<file path="config.mk">
export PLATFORM = sky130hd
export DESIGN_NAME = alu_arbiter
export DESIGN_NICKNAME = d
export VERILOG_FILES = /design/src/rtl/alu_pkg.sv /design/src/rtl/alu.sv /design/src/rtl/alu_arbiter.sv
export SDC_FILE = /design/constraint.sdc
export NUM_CORES = 1
export LEC_CHECK = 0
export ABC_AREA = 1
export CAP_MARGIN = 20
export CORE_MARGIN = 5
export CORE_UTILIZATION = 40
export CTS_CLUSTER_DIAMETER = 50
export CTS_CLUSTER_SIZE = 28
export DETAILED_ROUTE_END_ITERATION = 8
export GPL_TIMING_DRIVEN = 1
export PLACE_DENSITY_LB_ADDON = 0.1
export REMOVE_ABC_BUFFERS = 1
export SYNTH_ARGS = -nofsm -noshare
export SYNTH_HDL_FRONTEND = slang
export SYNTH_SLANG_ARGS = --single-unit
export TNS_END_PERCENT = 20
</file>
<file path="constraint.sdc">
create_clock -name clk -period 2.8 [get_ports clk]
set_input_delay 0.28 -clock clk [delete_from_list [all_inputs] [get_ports clk]]
set_output_delay 0.28 -clock clk [all_outputs]
set_load 0.02 [all_outputs]
</file>
<file path="src/rtl/alu_pkg.sv">
// Shared definitions for the arbitrated 8-bit ALU front end.
// Opcodes, FSM states and the flag bundle live here.
package alu_pkg;

  localparam logic [2:0] ALU_ADD = 3'd0;
  localparam logic [2:0] ALU_SUB = 3'd1;
  localparam logic [2:0] ALU_AND = 3'd2;
  localparam logic [2:0] ALU_OR  = 3'd3;
  localparam logic [2:0] ALU_XOR = 3'd4;
  localparam logic [2:0] ALU_NOT = 3'd5;
  localparam logic [2:0] ALU_SHL = 3'd6;
  localparam logic [2:0] ALU_SHR = 3'd7;

  typedef enum logic [1:0] {
    ST_IDLE = 2'd0,
    ST_EXEC = 2'd1,
    ST_RESP = 2'd2
  } state_t;

  typedef struct packed {
    logic zero;
    logic carry;
    logic negative;
  } flags_t;

endpackage

</file>
<file path="src/rtl/alu.sv">
// Combinational 8-bit ALU with a 9-bit internal result.
// Bit 8 of the wide result carries the opcode-specific carry flag.
module alu
  import alu_pkg::*;
(
  input  logic [7:0] a,
  input  logic [7:0] b,
  input  logic [2:0] op,
  output logic [7:0] result,
  output flags_t     flags
);

  logic [8:0] wide;

  // SUB borrows into bit 8 when a < b; NOT forces carry high.
  always_comb begin
    wide = 9'd0;
    case (op)
      ALU_ADD: wide = {1'b0, a} + {1'b0, b};
      ALU_SUB: wide = {1'b0, a} - {1'b0, b};
      ALU_AND: wide = {1'b0, a & b};
      ALU_OR:  wide = {1'b0, a | b};
      ALU_XOR: wide = {1'b0, a ^ b};
      ALU_NOT: wide = {1'b1, ~a};
      ALU_SHL: wide = {a, 1'b0};
      ALU_SHR: wide = {2'b00, a[7:1]};
      default: wide = 9'd0;
    endcase
  end

  assign result         = wide[7:0];
  assign flags.zero     = (wide[7:0] == 8'd0);
  assign flags.carry    = wide[8];
  assign flags.negative = wide[7];

endmodule

</file>
<file path="src/rtl/alu_arbiter.sv">
// Round-robin two-requester front end for the shared ALU.
// One op in flight: IDLE accepts, EXEC computes, RESP returns.
module alu_arbiter
  import alu_pkg::*;
#(
  parameter bit INIT_PRIO = 1'b0
) (
  input  logic       clk,
  input  logic       rst,
  input  logic [1:0] req_valid,
  output logic [1:0] req_ready,
  input  logic [7:0] req0_a,
  input  logic [7:0] req0_b,
  input  logic [2:0] req0_op,
  input  logic [7:0] req1_a,
  input  logic [7:0] req1_b,
  input  logic [2:0] req1_op,
  output logic [1:0] rsp_valid,
  input  logic [1:0] rsp_ready,
  output logic [7:0] rsp_result,
  output logic       rsp_zero,
  output logic       rsp_carry,
  output logic       rsp_negative,
  output logic       busy
);

  state_t     state;
  state_t     state_nx;
  logic       prio;
  logic       owner;
  logic       gnt;
  logic       take;
  logic       rsp_hs;
  logic [7:0] a_q;
  logic [7:0] b_q;
  logic [2:0] op_q;
  logic [7:0] res_q;
  flags_t     flg_q;
  logic [7:0] alu_res;
  flags_t     alu_flg;

  alu u_alu (
    .a      (a_q),
    .b      (b_q),
    .op     (op_q),
    .result (alu_res),
    .flags  (alu_flg)
  );

  always_comb begin
    gnt = prio;
    unique case (1'b1)
      (req_valid == 2'b01): gnt = 1'b0;
      (req_valid == 2'b10): gnt = 1'b1;
      default:              gnt = prio;
    endcase
  end

  // req_ready is held low while reset is asserted.
  always_comb begin
    state_nx  = state;
    req_ready = 2'b00;
    rsp_valid = 2'b00;
    take      = 1'b0;
    rsp_hs    = 1'b0;
    unique case (state)
      ST_IDLE: begin
        if ((|req_valid) && !rst) begin
          take           = 1'b1;
          req_ready[gnt] = 1'b1;
          state_nx       = ST_EXEC;
        end
      end
      ST_EXEC: state_nx = ST_RESP;
      ST_RESP: begin
        rsp_valid[owner] = 1'b1;
        if (rsp_ready[owner]) begin
          rsp_hs   = 1'b1;
          state_nx = ST_IDLE;
        end
      end
      default: state_nx = ST_IDLE;
    endcase
  end

  always_ff @(posedge clk or posedge rst) begin
    if (rst) state <= ST_IDLE;
    else     state <= state_nx;
  end

  always_ff @(posedge clk or posedge rst) begin
    if (rst) begin
      prio  <= INIT_PRIO;
      owner <= 1'b0;
      a_q   <= 8'd0;
      b_q   <= 8'd0;
      op_q  <= 3'd0;
      res_q <= 8'd0;
      flg_q <= '0;
    end else begin
      if (take) begin
        owner <= gnt;
        a_q   <= gnt ? req1_a  : req0_a;
        b_q   <= gnt ? req1_b  : req0_b;
        op_q  <= gnt ? req1_op : req0_op;
      end
      if (state == ST_EXEC) begin
        res_q <= alu_res;
        flg_q <= alu_flg;
      end
      if (rsp_hs) prio <= ~owner;
    end
  end

  assign busy         = (state != ST_IDLE);
  assign rsp_result   = res_q;
  assign rsp_zero     = flg_q.zero;
  assign rsp_carry    = flg_q.carry;
  assign rsp_negative = flg_q.negative;

endmodule

</file>
Word-level counts from Yosys, hierarchy flattened

Index checks and enable logic that the tools add are counted.

Logic and storage cells: 65
Input port bits: 44
Register bits after elaboration: 34
Output and inout bits: 16

Bitwise logic cells: 5
Equal/unequal tests: 13
Reductions and logical operators: 10
Add/subtract/negate cells: 2
Mux-type cells: 21
Magnitude comparators: 4

Operators by type and width:

| operator             | count |
|---|---|
| $pmux W9 S8          | 1 |
| $mux W8              | 2 |
| $eq A3 B3 Y1 const B | 4 |
| $mux W2              | 5 |
| $add A8 B8 Y9        | 1 |
| $sub A8 B8 Y9        | 1 |
| $and A8 B8 Y8        | 1 |
| $logic_not A8 Y1     | 1 |
| $mux W1              | 8 |
| $not A8 Y8           | 1 |
| $or A8 B8 Y8         | 1 |
| $xor A8 B8 Y8        | 1 |
| $eq A3 B2 Y1 const B | 2 |
| $pmux W2 S3          | 1 |
| $eq A2 B1 Y1 const B | 2 |
| $eq A2 B2 Y1 const B | 2 |
| $lt A1 B2 Y1 const B | 2 |
| $ne A2 B2 Y1 const B | 2 |
| $eq A3 B1 Y1 const B | 1 |
| $logic_and A1 B1 Y1  | 3 |
| $logic_not A3 Y1     | 1 |
| $mux W3              | 1 |
| $demux W1 S1         | 2 |
| $ge A1 B1 Y1 const B | 2 |
| 7 further kinds      | 7 |

Depth between registers and ports, before layout

Word-level depth: 8
Mapped depth: 18
Depth with buffers taken out: 18

Modules after synthesis

A second synthesis with hierarchy kept.

Cell total of the unflattened synthesis: 491
Area total of the unflattened synthesis: 3,195.6 um^2

By module, submodules not included:

| module      | seq. area each (um^2) | area an instance (um^2) | instances | cells an instance |
|---|---|---|---|---|
| alu_arbiter | 850.8                 | 1,747.9                 | 1         | 230 |
| alu         | 0.0                   | 1,447.6                 | 1         | 261 |

Worst setup path before layout

Ideal clock, no wire load.

Path kind: reg-to-reg
From: register op_q[1]
To: register res_q[7] (netlist: rsp_result[7])
Cell stages (with the launch flop): 17
Data required time: 2,672 ps
Clock period less this slack: 2,338 ps
Setup slack: 462 ps
Arrival time: 2,211 ps
Path buffers: 0
Library setup time: 128 ps
Cells stage by stage: dfrtp_1 -> inv_1 -> nand2_1 -> nor2_1 -> inv_1 -> nand2_1 -> xor2_1 -> inv_1 -> ha_1 -> a21oi_1 -> nor2_1 -> nor2_1 -> nand2_1 -> nand2_1 -> nand2_1 -> a21oi_1 -> o21ai_0

Longest elaborated chain between the ends: 2
Elaborated cells between the ends (all ways): 9
Classes of those cells: eq/ne (7); mux (1); reduce/logical (1)

RTL lines:

| element                                    | RTL line           | text |
|---|---|---|
| start, declared                            | alu_arbiter.sv:36  | `logic [2:0] op_q;` |
| start signal, assigned                     | alu_arbiter.sv:105 | `op_q <= gnt ? req1_op : req0_op;` |
| $eq A3 B3 Y1, or another cell as far along | alu.sv:18          | `case (op)` |
| $pmux W9 S8 (*)                            | alu.sv:18          |  |
| end signal, assigned                       | alu_arbiter.sv:108 | `res_q <= alu_res;` |
| end, declared                              | alu_arbiter.sv:37  | `logic [7:0] res_q;` |

Mark *: on every way between the ends. The rest lies on a longest branch, timed or not.
A chain may end at the register's enable or synchronous reset.

Worst setup path in the final report

From: register b_q[0]
To: register res_q[7] (netlist: rsp_result[7])

Longest elaborated chain between the ends: 2
Elaborated cells between the ends (all ways): 3
Classes of those cells: add/sub (2); mux (1)

RTL lines:

| element                                        | RTL line             | text |
|---|---|---|
| start, declared                                | alu_arbiter.sv:35    | `logic [7:0] b_q;` |
| start signal, assigned                         | alu_arbiter.sv:104   | `b_q <= gnt ? req1_b : req0_b;` |
| $sub A8 B8 Y9 or $add A8 B8 Y9 (tied branches) | alu.sv:20, alu.sv:19 |  |
| $pmux W9 S8 (*)                                | alu.sv:18            |  |

Marked as above.

==> metrics.txt <==
outcome complete, no violations; antenna-violating nets left 0; ANT cells 0; syn avg cell area ~6.8 µm²; Layout area overhead 30.2%; slowest CP cell dfrtp_1; pre-CTS setup slack 0.184 ns; # Max-Cap Violations 0; Max VDD drop between 0.6 and 0.7 mV; filler instances approximately 660; cell family with most CP delay simple AND/OR/NAND/NOR gates; Crit path top cell by count nand2_1; drt first pass iters 4; DR vias/cell 4.89; Die Area 8360 µm²; R2R Path Start b_q[0]$_DFFE_PP0P_; GP Congestion 0.901; P_sw about 2.3 mW; H-tree levels 2; vias around 2600; CP arrival ~2.7 ns; CP Cell Sequence inv_1 > ha_1 > nand3_1 > nor3_2 > or2_2 > xor2_1 > inv_1 > ha_1 > a21o_1 > nor2_1 > nand2_1 > nand2_1 > nand2_1 > a21oi_2 > o21ai_0; sw frac 0.519; initial antenna violation count 0; number of global-route vias before repair around 2600; post_cts resized 0; Core ar. around 6400 µm²; CTS clk-pin slew, worst paths 0.07 ns; pin count of the biggest net entering global routing 34; synthesized flop and latch total 33; first-pass GRT wire length ~13000 µm; Hold Path Class input pin to async pin; CP max FO 5; unrepaired setup endpoints after global routing false; Leakage 1.75 nW; register area share after synthesis 0.311; CP Capture Type flip-flop; Setup WS post-layout roughly 0.22 ns; DRC Markers 0; CTS Hold Bufs 0; crit-path max cell delay roughly 0.41 ns; total power 4.37 mW; Post-Syn Area approximately 2700 µm²; Worst Path Buf+Inv 2; Ports 60; Congestion Overflow GR 0; postcts setup bufs 0; most frequent cells in the layout nand2_1 (128), clkdlybuf4s50_1 (59), inv_1 (57); path depth of the worst reg2reg path 15; Sequential Power Share 0.211; internal power between 2 and 2.5 mW; Mapped Cells around 390; Initial Utilization 0.416; Logic pwr share 0.705; Post-DP Area 3350 µm²; total wire length about 7500 µm; Worst slew margin 0.584; Critical Path RT approximately 3.0 ns; Crit. Startpoint b_q[0]$_DFFE_PP0P_; GR Util All Layers 0.187; critical path class flip-flop to flip-flop; setup_tns 0 ns; CTS buffer count 5; Final HPWL DP 5960 µm; clock share of power 0.084; Num Clock Sinks 33; layout cells sized above 1 0.0440; clk buf depth 2; skew final ~0.007 ns; Tcrit/Tclk final 0.921; CTS tree done; DRT iter0 DRCs 170; DIE WIDTH 91.5 µm; crit path launch type flip-flop; power per cell area 1270 nW/µm²; Avg WL per Cell about 14 µm; Root Buffer clkbuf_8; commonest non-fill, non-tap cell in the layout nand2_1; fmax about 390 MHz; die height about 91 µm; slew at the pin closest to its max-slew limit between 0.6 and 0.7 ns; Final setup viols 0; max-slew violations 0; Yosys cell types 25; nets 527; final instance area around 3500 µm²; Placement Rows 29; synth warn 0; critical path depth 15; I/O Buffers 59; Clock Latency Late Sink ~0.29 ns; Final min period between 2 and 3 ns; Final Hold Vio Count 0
sequential cells by signal, summed over array words and instances, names as in the netlist:
name	cells
a_q	8
b_q	8
rsp_result	8
op_q	3
state	2
owner	1
prio	1
rsp_carry	1
rsp_zero	1
worst reg2reg max path, stage by stage (launching register included):
cell	delay, ns
dfrtp_1	0.41
inv_1	0.10
ha_1	0.23
nand3_1	0.13
nor3_2	0.05
or2_2	0.28
xor2_1	0.13
inv_1	0.06
ha_1	0.33
a21o_1	0.20
nor2_1	0.15
nand2_1	0.07
nand2_1	0.06
nand2_1	0.05
a21oi_2	0.14
o21ai_0	0.08
per-stage QoR:
| step | hold slack, ns | utilization | cells |
|---|---|---|---|
| 6_report | 0.415 | 0.541 | 532 |
| 5_1_grt | 0.477 | 0.541 | 532 |
| 4_1_cts | 0.427 | 0.539 | 532 |
| 3_5_place_dp | 0.472 | 0.525 | 525 |
| 3_3_place_gp | 0.467 | 0.525 | 525 |
| 2_1_floorplan | 0.397 | - | 382 |
area by class of cell:
cell class	instances	area [µm²]	share of cell area
clock buffer	7	86.3	0.0250
inverter	58	218	0.0630
multi-input combinational	291	1590	0.459
sequential	33	826	0.239
tap	77	96.3	0.0279
timing repair buffer	66	643	0.186
layer usage:
metal,vias up,global-route usage,wire length (µm)
met5,-,0,0
met4,0,0.0355,34
met3,2,0.0339,382
met2,61,0.300,3360
met1,1157,0.264,3700
li1,1381,-,-
power by group through the flow:
stage                     clock (mW)  sequential [mW]  combinational [mW]
final                          0.368            0.925                3.08
after floorplan                    0            0.973                2.08
after detailed placement           0            0.928                3.04
after global routing           0.404            0.964                3.54
after global placement             0            0.926                3.02
after CTS                      0.380            0.922                3.06
worst paths after layout:
kind	end	slack [ns]
worst min-delay path	prio$_DFFE_PP0P_	0.42
max in group asynchronous	rsp_result[5]$_DFFE_PP0N_	2.08
worst max-delay path	rsp_result[7]$_DFFE_PP0N_	0.22
worst min register to register	rsp_result[3]$_DFFE_PP0N_	0.48
min in group clk	rsp_result[3]$_DFFE_PP0N_	0.48
worst max register to register	rsp_result[7]$_DFFE_PP0N_	0.22
cell families (layout without fill, tap and decap cells):
kind of cell / count (synthesis) / count (layout) / share of synthesized area
compound gates: 46 / 46 / 0.108
buf+inv: 67 / 131 / 0.0967
flops: 33 / 33 / 0.311
fa+ha+maj: 28 / 28 / 0.135
simple gates: 209 / 209 / 0.322
mux: 1 / 1 / 0.00377
xor+xnor: 7 / 7 / 0.0231
synth_stat cells:
cell,count,share of area
a211oi_1,1,0.0028
a21o_1,1,0.0028
a21oi_1,9,0.017
a31oi_1,3,0.0071
buf_2,1,0.0019
buf_4,1,0.0028
clkbuf_1,7,0.0099
dfrtp_1,33,0.31
fa_1,1,0.0075
ha_1,27,0.13
inv_1,57,0.081
inv_2,1,0.0014
mux2i_1,1,0.0038
nand2_1,128,0.18
nand3_1,19,0.036
nand3b_1,2,0.0057
nand4_1,9,0.021
nor2_1,41,0.058
nor3_1,7,0.013
o211ai_1,19,0.054
o21ai_0,12,0.023
o22ai_1,1,0.0024
or2_2,3,0.0071
xnor2_1,1,0.0033
xor2_1,6,0.020
(Power assumes the default switching activity.)
